<file path="src/rtl/multicycle_control_fsm_pkg.sv">
// Shared encodings for the multicycle MIPS control sequencer: state, opcode,
// ALU and mux-select codes.
package mc_ctrl_pkg;

    typedef enum logic [3:0] {
        ST_FETCH     = 4'd0,
        ST_DECODE    = 4'd1,
        ST_R_EXEC    = 4'd2,
        ST_R_WB      = 4'd3,
        ST_I_EXEC    = 4'd4,
        ST_I_WB      = 4'd5,
        ST_MEM_ADDR  = 4'd6,
        ST_MEM_READ  = 4'd7,
        ST_MEM_WB    = 4'd8,
        ST_MEM_WRITE = 4'd9,
        ST_BRANCH    = 4'd10,
        ST_JUMP      = 4'd11,
        ST_ILLEGAL   = 4'd12
    } state_t;

    localparam logic [5:0] OP_RTYPE = 6'b000000;
    localparam logic [5:0] OP_ADDI  = 6'b001000;
    localparam logic [5:0] OP_ORI   = 6'b001101;
    localparam logic [5:0] OP_BEQ   = 6'b000100;
    localparam logic [5:0] OP_BNE   = 6'b000101;
    localparam logic [5:0] OP_LW    = 6'b100011;
    localparam logic [5:0] OP_SW    = 6'b101011;
    localparam logic [5:0] OP_J     = 6'b000010;

    localparam logic [2:0] ALUOP_ADD   = 3'b000;
    localparam logic [2:0] ALUOP_SUB   = 3'b001;
    localparam logic [2:0] ALUOP_OR    = 3'b010;
    localparam logic [2:0] ALUOP_FUNCT = 3'b111;

    localparam logic [1:0] PCSRC_ALU    = 2'b00;
    localparam logic [1:0] PCSRC_ALUOUT = 2'b01;
    localparam logic [1:0] PCSRC_JUMP   = 2'b10;

    localparam logic [1:0] ALUB_REG     = 2'b00;
    localparam logic [1:0] ALUB_FOUR    = 2'b01;
    localparam logic [1:0] ALUB_IMM     = 2'b10;
    localparam logic [1:0] ALUB_IMM_SH2 = 2'b11;

    function automatic logic is_mem_state(input state_t s);
        return (s == ST_FETCH) || (s == ST_MEM_READ) || (s == ST_MEM_WRITE);
    endfunction

endpackage

</file>
<file path="src/rtl/multicycle_control_fsm_wait_counter.sv">
// Memory-state dwell counter; last_o flags the exit cycle (count == MEM_LATENCY-1).
// Single-cycle clear/increment, no backpressure; clear wins over increment.
module mc_wait_counter #(
    parameter int MEM_LATENCY = 1
) (
    input  logic clk,
    input  logic reset,
    input  logic clr_i,
    input  logic inc_i,
    output logic last_o
);

    logic [3:0] cnt_q, cnt_d;

    always_comb begin
        cnt_d = cnt_q;
        if (clr_i) begin
            cnt_d = 4'd0;
        end else if (inc_i) begin
            cnt_d = cnt_q + 4'd1;
        end
    end

    always_ff @(posedge clk) begin
        if (!reset) begin
            cnt_q <= 4'd0;
        end else begin
            cnt_q <= cnt_d;
        end
    end

    assign last_o = (cnt_q == 4'(MEM_LATENCY - 1));

endmodule

</file>
<file path="src/rtl/multicycle_control_fsm.sv">
// Moore control FSM for the multicycle MIPS datapath, 3-5 cycles per instruction
// plus MEM_LATENCY-1 per memory state; no backpressure beyond the fixed memory wait.
module multicycle_control_fsm
    import mc_ctrl_pkg::*;
#(
    parameter int MEM_LATENCY = 1
) (
    input  logic       clk,
    input  logic       reset,
    input  logic [5:0] opcode,
    input  logic       zero,
    output logic       pc_en,
    output logic [1:0] pc_src,
    output logic       iord,
    output logic       mem_read,
    output logic       mem_write,
    output logic       ir_write,
    output logic       reg_dst,
    output logic       mem_to_reg,
    output logic       reg_write,
    output logic       alu_src_a,
    output logic [1:0] alu_src_b,
    output logic [2:0] alu_op,
    output logic       extend_side,
    output logic       instr_done,
    output logic       illegal_op,
    output logic [3:0] state_out
);

    state_t     state_q, state_d;
    logic [5:0] op_q, op_d;
    logic       wait_last;

    mc_wait_counter #(.MEM_LATENCY(MEM_LATENCY)) u_wait (
        .clk    (clk),
        .reset  (reset),
        .clr_i  (state_d != state_q),
        .inc_i  (is_mem_state(state_q)),
        .last_o (wait_last)
    );

    always_ff @(posedge clk) begin
        if (!reset) begin
            state_q <= ST_FETCH;
            op_q    <= 6'd0;
        end else begin
            state_q <= state_d;
            op_q    <= op_d;
        end
    end

    // Opcode is captured on leaving DECODE so later states ignore IR changes.
    assign op_d = (state_q == ST_DECODE) ? opcode : op_q;

    always_comb begin
        state_d = state_q;
        case (state_q)
            ST_FETCH:     if (wait_last) state_d = ST_DECODE;
            ST_DECODE: begin
                case (opcode)
                    OP_RTYPE:        state_d = ST_R_EXEC;
                    OP_ADDI, OP_ORI: state_d = ST_I_EXEC;
                    OP_LW, OP_SW:    state_d = ST_MEM_ADDR;
                    OP_BEQ, OP_BNE:  state_d = ST_BRANCH;
                    OP_J:            state_d = ST_JUMP;
                    default:         state_d = ST_ILLEGAL;
                endcase
            end
            ST_R_EXEC:    state_d = ST_R_WB;
            ST_I_EXEC:    state_d = ST_I_WB;
            ST_MEM_ADDR:  state_d = (op_q == OP_LW) ? ST_MEM_READ : ST_MEM_WRITE;
            ST_MEM_READ:  if (wait_last) state_d = ST_MEM_WB;
            ST_MEM_WRITE: if (wait_last) state_d = ST_FETCH;
            ST_R_WB, ST_I_WB, ST_MEM_WB, ST_BRANCH, ST_JUMP: state_d = ST_FETCH;
            ST_ILLEGAL:   state_d = ST_ILLEGAL;
            default:      state_d = ST_FETCH;
        endcase
    end

    always_comb begin
        pc_en       = 1'b0;
        pc_src      = PCSRC_ALU;
        iord        = 1'b0;
        mem_read    = 1'b0;
        mem_write   = 1'b0;
        ir_write    = 1'b0;
        reg_dst     = 1'b0;
        mem_to_reg  = 1'b0;
        reg_write   = 1'b0;
        alu_src_a   = 1'b0;
        alu_src_b   = ALUB_REG;
        alu_op      = ALUOP_ADD;
        extend_side = 1'b0;
        instr_done  = 1'b0;
        illegal_op  = 1'b0;
        case (state_q)
            ST_FETCH: begin
                mem_read  = 1'b1;
                alu_src_b = ALUB_FOUR;
                ir_write  = wait_last;
                pc_en     = wait_last;
            end
            ST_DECODE:    alu_src_b = ALUB_IMM_SH2;
            ST_R_EXEC: begin
                alu_src_a = 1'b1;
                alu_op    = ALUOP_FUNCT;
            end
            ST_R_WB: begin
                reg_dst    = 1'b1;
                reg_write  = 1'b1;
                instr_done = 1'b1;
            end
            ST_I_EXEC: begin
                alu_src_a = 1'b1;
                alu_src_b = ALUB_IMM;
                if (op_q == OP_ORI) begin
                    alu_op      = ALUOP_OR;
                    extend_side = 1'b1;
                end
            end
            ST_I_WB, ST_MEM_WB: begin
                mem_to_reg = (state_q == ST_MEM_WB);
                reg_write  = 1'b1;
                instr_done = 1'b1;
            end
            ST_MEM_ADDR: begin
                alu_src_a = 1'b1;
                alu_src_b = ALUB_IMM;
            end
            ST_MEM_READ: begin
                iord     = 1'b1;
                mem_read = 1'b1;
            end
            ST_MEM_WRITE: begin
                iord       = 1'b1;
                mem_write  = wait_last;
                instr_done = wait_last;
            end
            ST_BRANCH: begin
                alu_src_a  = 1'b1;
                alu_op     = ALUOP_SUB;
                pc_src     = PCSRC_ALUOUT;
                pc_en      = ((op_q == OP_BEQ) && zero) || ((op_q == OP_BNE) && !zero);
                instr_done = 1'b1;
            end
            ST_JUMP: begin
                pc_src     = PCSRC_JUMP;
                pc_en      = 1'b1;
                instr_done = 1'b1;
            end
            ST_ILLEGAL:   illegal_op = 1'b1;
            default: ;
        endcase
        // Reset masks every strobe and select combinationally, aborting any write.
        if (!reset) begin
            pc_en       = 1'b0;
            pc_src      = 2'b00;
            iord        = 1'b0;
            mem_read    = 1'b0;
            mem_write   = 1'b0;
            ir_write    = 1'b0;
            reg_dst     = 1'b0;
            mem_to_reg  = 1'b0;
            reg_write   = 1'b0;
            alu_src_a   = 1'b0;
            alu_src_b   = 2'b00;
            alu_op      = 3'b000;
            extend_side = 1'b0;
            instr_done  = 1'b0;
            illegal_op  = 1'b0;
        end
    end

    assign state_out = state_q;

endmodule

</file>
<file path="config.mk">
export PLATFORM = sky130hd
export DESIGN_NAME = multicycle_control_fsm
export DESIGN_NICKNAME = d
export VERILOG_FILES = /design/src/rtl/multicycle_control_fsm_pkg.sv /design/src/rtl/multicycle_control_fsm_wait_counter.sv /design/src/rtl/multicycle_control_fsm.sv
export SDC_FILE = /design/constraint.sdc
export NUM_CORES = 1
export LEC_CHECK = 0
export CORE_MARGIN = 10
export CORE_UTILIZATION = 37
export CTS_BUF_LIST = sky130_fd_sc_hd__clkbuf_4
export DETAILED_ROUTE_END_ITERATION = 7
export PLACE_DENSITY = 0.68
export SYNTH_ARGS = -nofsm -noshare
export SYNTH_HDL_FRONTEND = slang
export SYNTH_SLANG_ARGS = --single-unit
</file>
<file path="constraint.sdc">
create_clock -name clk -period 2.07 [get_ports clk]
set_input_delay 0.5175 -clock clk [delete_from_list [all_inputs] [get_ports clk]]
set_output_delay 0.5175 -clock clk [all_outputs]
set_load 0.03 [all_outputs]
</file>
==> flow_summary.yaml, run 1 <==
power:
  p_total_uw: 866
  leakagePower_uw: 0.000678
  ir_drop_mv: 0.416
  power_density_nw_per_um2: 511
global_routing:
  gr-total-overflow: 0
  grt_pass1_wl_um: 5260
  grt_max_degree: 21
  grt_usage_pct: 11.6
  grt_pass1_vias: 1209
  antenna_found_initial: 0
route:
  routedWlPerCell_um: 15.1
  dr_wl_met3_um: 270
  routed_via_density: 5.56
  wl_met1_um: 1470
  highest_layer: "met4"
  via_count: 1301
  drc: 0
  totalWireLength_um: 3540
  drtIter0Drc: 149
  firstDrtPassIters: 4
  drtAntennaViolNets: 0
  wl_met2_um: 1750
cts:
  clock_latency_ps: 290
  cts_tree: "done"
  cts_num_sinks: 14
  htreeDepth: 1
  cts_root_buf: "clkbuf_4"
  numCtsBuffers: 3
  cts_max_path_buffers: 2
  clk_pin_slew_worst_paths_ps: 90
synthesis:
  synth.net_count: 167
  synth_async_sr_flop_share_pct: 0
  synth_edf_count: 0
  synth_area_um2: 1100
  synth_seq_area_share_pct: 25.4
  synth_cells: 156
  synth_ff_type: "dfxtp_1"
  synth_seq_cells: 14
  syn_area_per_cell_um2: 7.07
  ys_types: 41
  ys_warn_count: 0
finish:
  fin_nets: 215
  multi_input_comb_area_um2: 880
  drive_gt1_share_pct: 37.4
  final_common_cell: "buf_4"
  fin_util_pct: 60.4
  area_delta_synth_final_pct: 53.8
  n_antenna_cell: 0
  seqCellArea_um2: 295
  instances_no_fill: 234
  layout_common_cells: "buf_4 (34), nand2_1 (22), nor2_1 (11), a21oi_1 (10), clkdlybuf4s50_1 (10)"
  fillers: 247
floorplanning:
  coreArea_um2: 2810
  fp-row-count: 19
  die_y_um: 74.6
  die-width_um: 74.6
  ios: 32
  start_util_pct: 39.3
  die_area_um2: 5560
critical_path:
  crit_chain: "inv_2 > ha_4 > or3b_4 > buf_6 > nand2_2 > a22oi_2 > o21ai_2 > buf_6"
  crit_path_start_kind: "flip-flop"
  cp_slowest_stage_delay_ps: 400
  worstPathRequired_ps: 1550
  timing.rr.start: "u_wait.cnt_q[0]"
  critPathArrivalTime_ps: 1710
  worstSetupStartpoint: "u_wait.cnt_q[0]"
  path_common_cell: "buf_6"
  cp_slowest_cell: "or3b_4"
  critical_path_buf_inv_count: 3
  critPathTopFamily: "simple AND/OR/NAND/NOR gates"
  endpoint_kind: "output port"
  path_max_fanout: 2
  worst-setup-path-type: "flip-flop to output port"
timing:
  final_hold_viol_count: 0
  fmax_ghz: 0.449
  period_share_pct: 108
  setup_violations: 2
  rsz0062_at_grt: "true"
  layout_setup_ws_ps: -158
  slew_violations: 0
  fin_crit_ps: 2230
  finClkSkew_ps: 7.62
  hold_slack_ps: 515
  relSlewSlack_pct: 72.7
  worst_pin_slew_ps: 407
place:
  globalplace.congestion: 0.861
  io_buffers: 31
  dp_slack_ps: -75.7
  dp_cells: 221
  dpl.hpwl_um: 2620
run:
  maxCapViolCount: 0
min_path:
  holdCritStartpoint: "op_q[2]"
  worstHoldPathType: "flip-flop to flip-flop"
status:
  run_status: "finished, violations left"
  violations: "setup timing"
cell families (layout without fill, tap and decap cells):
logic type	count (synthesis)	after routing	share of synthesized area, %
AO/OA/AOI/OAI	39	39	21.8
XOR/XNOR	3	3	2.38
adder cells (fa/ha/maj)	2	2	2.27
buffers and inverters	13	60	5.11
flip-flops	14	14	25.4
multiplexers	2	2	1.82
AND/OR/NAND/NOR	83	83	41.2
worst reg2reg max path, stage by stage (launching register included):
cell	delay (ps)
dfxtp_2	330
inv_2	60
ha_4	120
or3b_4	400
buf_6	140
buf_4	120
buf_4	130
a22oi_1	240
a21oi_1	120
a21boi_0	170
cells in the mapped netlist, drive strengths merged, types with 3 or more instances:
cell	count	share of area, %
clkbuf	7	2.4
a22oi	3	2.0
and3	3	2.2
a21boi	7	4.8
nand2	24	8.2
inv	4	1.4
nor3	5	2.7
o21ai	9	4.1
dfxtp	14	25
nand2b	5	2.8
nor2	16	5.4
nand3	4	1.8
nor2b	7	4.0
a21oi	12	5.4
timing repair:
item / 4_1_cts / 5_1_grt
gates cloned: 0 / 0
setup buffers: 5 / 4
setup endpoints to repair: 19 / 12
hold endpoints to repair: 0 / 0
resized for setup: 17 / 7
hold buffers: 0 / 0
pin swaps: 4 / 2
layout make-up:
cell class	instances	share of cell area, %
inverters	4	0.886
clock inverters	1	0.221
repair buffers	52	26.0
multi-input cells	129	51.9
clock buffers	3	1.33
flip-flops and latches	14	17.4
well taps	31	2.29
stage by stage:
stage / area, µm² / TNS (ps)
floorplan: 1170 / 0
global placement: 1520 / -186
detailed placement: 1520 / -392
CTS: 1640 / -360
global route: 1700 / -500
finish: 1700 / -310
power breakdown:
group	leakage, µW	switching, µW	internal (µW)	total [µW]
Clock	0.0000154	93.1	70.1	163
Sequential	0.000118	29.6	288	317
Combinational	0.000545	217	169	385
registers in the layout (all words and copies together) (netlist names):
signal	cells
u_wait.cnt_q	4
op_q	6
state_out	4
path summary, 6_finish.rpt:
| check | end | cells past startpoint | slack, ps |
|---|---|---|---|
| worst max-delay path | instr_done | 8 | -160 |
| worst max register to register | state_out[3] | 9 | 180 |
| worst min register to register | op_q[2] | 2 | 510 |
| worst min-delay path | op_q[2] | 2 | 510 |
metal layers:
metal	global-route usage (%)	up-vias
met3	4.12	6
met2	20.7	40
li1	-	653
met1	12.9	602
met4	2.31	0
met5	0	-
No activity file was read; power rests on OpenSTA's default activity.
==> inputs of run 2 (changes only) <==
- GPL_TIMING_DRIVEN: not set -> 0
==> flow_summary.yaml, run 2 (synthesis results as in run 1) <==
floorplanning:
  coreArea_um2: 2810
  start_util_pct: 39.3
  fp-row-count: 19
  die-width_um: 74.6
  die_y_um: 74.6
  die_area_um2: 5560
  ios: 32
timing:
  setup_violations: 4
  final_hold_viol_count: 0
  layout_setup_ws_ps: -208
  fin_crit_ps: 2280
  period_share_pct: 110
  slew_violations: 0
  relSlewSlack_pct: 73.3
  worst_pin_slew_ps: 398
  rsz0062_at_grt: "true"
  fmax_ghz: 0.439
  finClkSkew_ps: 5.74
place:
  dpl.hpwl_um: 2530
  placed_area_um2: 1520
  globalplace.congestion: 0.904
  io_buffers: 31
critical_path:
  endpoint_kind: "output port"
  cp_slowest_stage_delay_ps: 410
  path_max_fanout: 3
  crit_chain: "inv_2 > ha_4 > or3b_4 > nor4_4 > a31oi_1 > a21oi_2 > buf_6"
  r2r_slack_ps: 240
  worst-setup-path-type: "flip-flop to output port"
  crit_path_start_kind: "flip-flop"
  worstPathRequired_ps: 1550
  cp_slowest_cell: "or3b_4"
  critPathArrivalTime_ps: 1760
  rr_worst_depth: 6
route:
  routedWlPerCell_um: 15.5
  totalWireLength_um: 3650
  via_count: 1317
  drtAntennaViolNets: 0
  drtIter0Drc: 89
  drc: 0
  firstDrtPassIters: 4
  routed_via_density: 5.58
power:
  power_frac_clock_pct: 18.2
  combPwrFrac_pct: 47.4
  p_total_uw: 897
  power_density_nw_per_um2: 492
  p_sw_uw: 347
  p_int_uw: 550
  ir_drop_mv: 0.273
  power_frac_seq_pct: 34.4
  leakagePower_uw: 0.000712
  swShare_pct: 38.7
finish:
  regMostFlops: "op_q"
  fin_nets: 217
  n_antenna_cell: 0
  area_delta_synth_final_pct: 65.4
  layout_common_cells: "nand2_1 (23), buf_4 (21), clkdlybuf4s50_1 (11), nor2_1 (10), a21oi_1 (9)"
  fin_area_um2: 1820
  largest_register_ffs: 6
  final_common_cell: "nand2_1"
  drive_gt1_share_pct: 40.5
cts:
  cts_num_sinks: 14
  htreeDepth: 1
  cts_root_buf: "clkbuf_4"
  cts_tree: "done"
  clock_latency_ps: 290
  clk_pin_slew_worst_paths_ps: 90
  numCtsBuffers: 3
  cts_max_path_buffers: 2
status:
  run_status: "finished, violations left"
  violations: "setup timing"
run:
  maxCapViolCount: 0
global_routing:
  met3_usage_pct: 3.72
  use_met2_pct: 20.4
  grt_pass1_vias: 1229
  grt_usage_pct: 12.4
  antenna_found_initial: 0
  use_met1_pct: 14.8
  grt_pass1_wl_um: 5560
  gr-total-overflow: 0
  grt.busiest_layer: "met2"
  grt_max_degree: 11
min_path:
  min_path_cells: 2
  worstHoldPathType: "flip-flop to flip-flop"
-- run 2: cell types whose count changed in the layout (fill, tap and decap cells not counted), sizes merged --
cell,delta
clkdlybuf4s50,+1
clkbuf,+4
buf,-4
clkdlybuf4s15,+3
dlygate4sd2,-2
-- run 2: what timing repair did --
| item | 4_1_cts | 5_1_grt |
|---|---|---|
| hold buffers | 0 | 0 |
| gates cloned | 0 | 2 |
| gates resized for setup | 117 | 51 |
| pin swaps | 4 | 7 |
| buffers inserted | 3 | 9 |
| setup endpoints to repair | 19 | 19 |
-- run 2: cell type report --
cell class	count	area [µm²]
fill	238	982
multi-input combinational	129	917
timing repair buffer	45	427
sequential	14	297
buffer	9	100
tap	31	38.8
clock buffer	3	22.5
inverter	4	17.5
clock inverter	1	3.75
-- run 2: power by group through the flow --
| stage | combinational [µW] | clock, µW | sequential [µW] |
|---|---|---|---|
| 5_1_grt | 463 | 183 | 312 |
| 2_1_floorplan | 222 | 0 | 325 |
| 3_5_place_dp | 351 | 0 | 314 |
| 4_1_cts | 367 | 170 | 309 |
| 6_report | 425 | 163 | 309 |
| 3_3_place_gp | 348 | 0 | 314 |
-- run 2: worst paths after layout --
path	startpoint	endpoint
setup reg to reg	state_out[1]	u_wait.cnt_q[2]
setup / recovery	u_wait.cnt_q[0]	pc_en
hold / removal	op_q[2]	op_q[2]
hold reg to reg	op_q[2]	op_q[2]
-- run 2: worst max-delay path: cells and delay by family (launching register included) --
family	cells	cell delay, ps
buffers and inverters	2	230
and+or+nand+nor	2	550
adders and majority gates	1	130
DFF	1	330
AOI/OAI and AO/OA	2	230
-- run 2: stage by stage --
stage | TNS, ps | hold WS, ps | worst slack (ps) | util (%) | std cells
after floorplan | 0 | 448 | 3.36 | - | 156
after CTS | -691 | 491 | -189 | 57.8 | 225
after global routing | -1080 | 546 | -278 | 65.0 | 236
after detailed placement | -14060 | 477 | -917 | 54.3 | 218
final | -532 | 489 | -208 | 65.0 | 236
after global placement | -13630 | 469 | -878 | 54.3 | 218
-- run 2: per-layer routing --
metal | vias up | wire (µm)
li1 | 655 | -
met1 | 598 | 1480
met2 | 55 | 1820
met3 | 9 | 296
met4 | 0 | 65
met5 | - | 0
==> inputs of run 3 (changes only) <==
- CTS_BUF_LIST: sky130_fd_sc_hd__clkbuf_4 -> sky130_fd_sc_hd__clkbuf_4 sky130_fd_sc_hd__clkbuf_8
- GPL_ROUTABILITY_DRIVEN: not set -> 0
- SLEW_MARGIN: not set -> 20
==> flow_summary.yaml, run 3 (synthesis results as in run 1) <==
min_path:
  worstHoldEndpoint: "op_q[2]"
  min_path_cells: 2
  holdCritStartpoint: "op_q[2]"
  worstHoldPathType: "flip-flop to flip-flop"
critical_path:
  timing.rr.start: "state_out[1]"
  rr_worst_depth: 6
  cp_slowest_cell: "or3b_4"
  critPathArrivalTime_ps: 1750
  worstPathRequired_ps: 1550
  regToRegEndpoint: "u_wait.cnt_q[2]"
  worst-setup-path-type: "flip-flop to output port"
  cp_slowest_stage_delay_ps: 410
  r2r_slack_ps: 240
  path_depth: 7
  critPathTopFamily: "simple AND/OR/NAND/NOR gates"
  path_max_fanout: 3
  critical_path_buf_inv_count: 2
  crit_chain: "inv_2 > ha_4 > or3b_4 > nor4_4 > a31oi_1 > a21oi_2 > buf_6"
  crit_path_start_kind: "flip-flop"
  endpoint_kind: "output port"
cts:
  cts_max_path_buffers: 2
  hold_buffers: 0
  cts_root_buf: "clkbuf_4"
  htreeDepth: 1
  cts_num_sinks: 14
  numCtsBuffers: 3
  cts_tree: "done"
  clk_pin_slew_worst_paths_ps: 90
  clock_latency_ps: 290
global_routing:
  grt_pass1_wl_um: 5580
  grt_max_degree: 11
  grt_usage_pct: 12.4
  grt_pass1_vias: 1234
  gr-total-overflow: 0
  antenna_found_initial: 0
place:
  dpl.hpwl_um: 2530
  placed_area_um2: 1520
  io_buffers: 31
  dp_cells: 218
finish:
  area_delta_synth_final_pct: 66.7
  n_antenna_cell: 0
  final_common_cell: "nand2_1"
  regMostFlops: "op_q"
  fillers: 237
  layout_common_cells: "nand2_1 (22), buf_4 (21), clkdlybuf4s50_1 (11), nor2_1 (10), a21oi_1 (9)"
  instances_no_fill: 236
  largest_register_ffs: 6
  fin_nets: 217
  fin_area_um2: 1840
  drive_gt1_share_pct: 41.5
timing:
  fmax_ghz: 0.440
  period_share_pct: 110
  fin_crit_ps: 2270
  slew_violations: 0
  setup_violations: 3
  rsz0062_at_grt: "true"
  finClkSkew_ps: 5.61
  relSlewSlack_pct: 73.1
  layout_setup_ws_ps: -202
  worst_pin_slew_ps: 402
  final_hold_viol_count: 0
status:
  run_status: "finished, violations left"
  violations: "setup timing"
power:
  power_density_nw_per_um2: 513
  leakagePower_uw: 0.000723
  ir_drop_mv: 0.423
route:
  drtAntennaViolNets: 0
  firstDrtPassIters: 4
  routedWlPerCell_um: 15.9
  drtIter0Drc: 109
  routed_via_density: 5.58
  totalWireLength_um: 3760
  via_count: 1318
  drc: 0
floorplanning:
  coreArea_um2: 2810
  start_util_pct: 39.3
  die_y_um: 74.6
  die_area_um2: 5560
  fp-row-count: 19
  ios: 32
  die-width_um: 74.6
run:
  maxCapViolCount: 0
## run 3: report_power, final
| group | internal, µW | switching [µW] | total [µW] |
|---|---|---|---|
| registers | 288 | 21.2 | 309 |
| clock network | 107 | 94.2 | 201 |
| logic | 195 | 237 | 432 |
| total | 590 | 353 | 943 |
## run 3: metal layers
metal | vias to the layer above | part of all wire (%) | global-route usage (%)
met3 | 4 | 7.8 | 3.86
li1 | 657 | - | -
met1 | 611 | 41 | 14.7
met2 | 46 | 51 | 20.7
met5 | - | 0 | 0
met4 | 0 | 0.83 | 4.62
## run 3: final cells by class
type	count	area, µm²	area share, %
Inverter	4	17.5	0.953
Tap cell	31	38.8	2.11
Sequential cell	14	297	16.1
Clock buffer	4	36.3	1.97
Timing Repair Buffer	45	423	23.0
Multi-Input combinational cell	129	926	50.4
Buffer	9	100	5.45
## run 3: stage by stage
stage	hold WS, ps	util, %	setup slack [ps]	total power [µW]	TNS, ps
floorplan	448	-	3.36	547	0
global placement	469	54.3	-878	662	-13630
detailed placement	477	54.3	-917	665	-14060
CTS	491	58.2	-185	884	-662
global route	553	65.5	-267	998	-727
finish	491	65.5	-202	943	-381
## run 3: tightest hold or removal path: cells and delay by family, from the launching register on
kind	cells	cell delay, ps
AOI/OAI and AO/OA	1	60
and+or+nand+nor	1	50
DFF	1	330
## run 3: timing repair
| item | in CTS | in global routing |
|---|---|---|
| endpoints found under the hold margin | 0 | 0 |
| buffers inserted | 3 | 9 |
| endpoints found under the setup margin | 19 | 19 |
| pin swaps | 4 | 7 |
| gates resized for setup | 117 | 56 |
| gates cloned | 0 | 2 |
## run 3: how the worst max path moves through the flow
stage,startpoint,slack (ps),to
global route,u_wait.cnt_q[0],-270,pc_en
detailed placement,reset,-920,extend_side
finish,u_wait.cnt_q[0],-200,pc_en
floorplan,u_wait.cnt_q[0],3,pc_en
global placement,reset,-880,alu_op[1]
CTS,u_wait.cnt_q[0],-180,pc_en
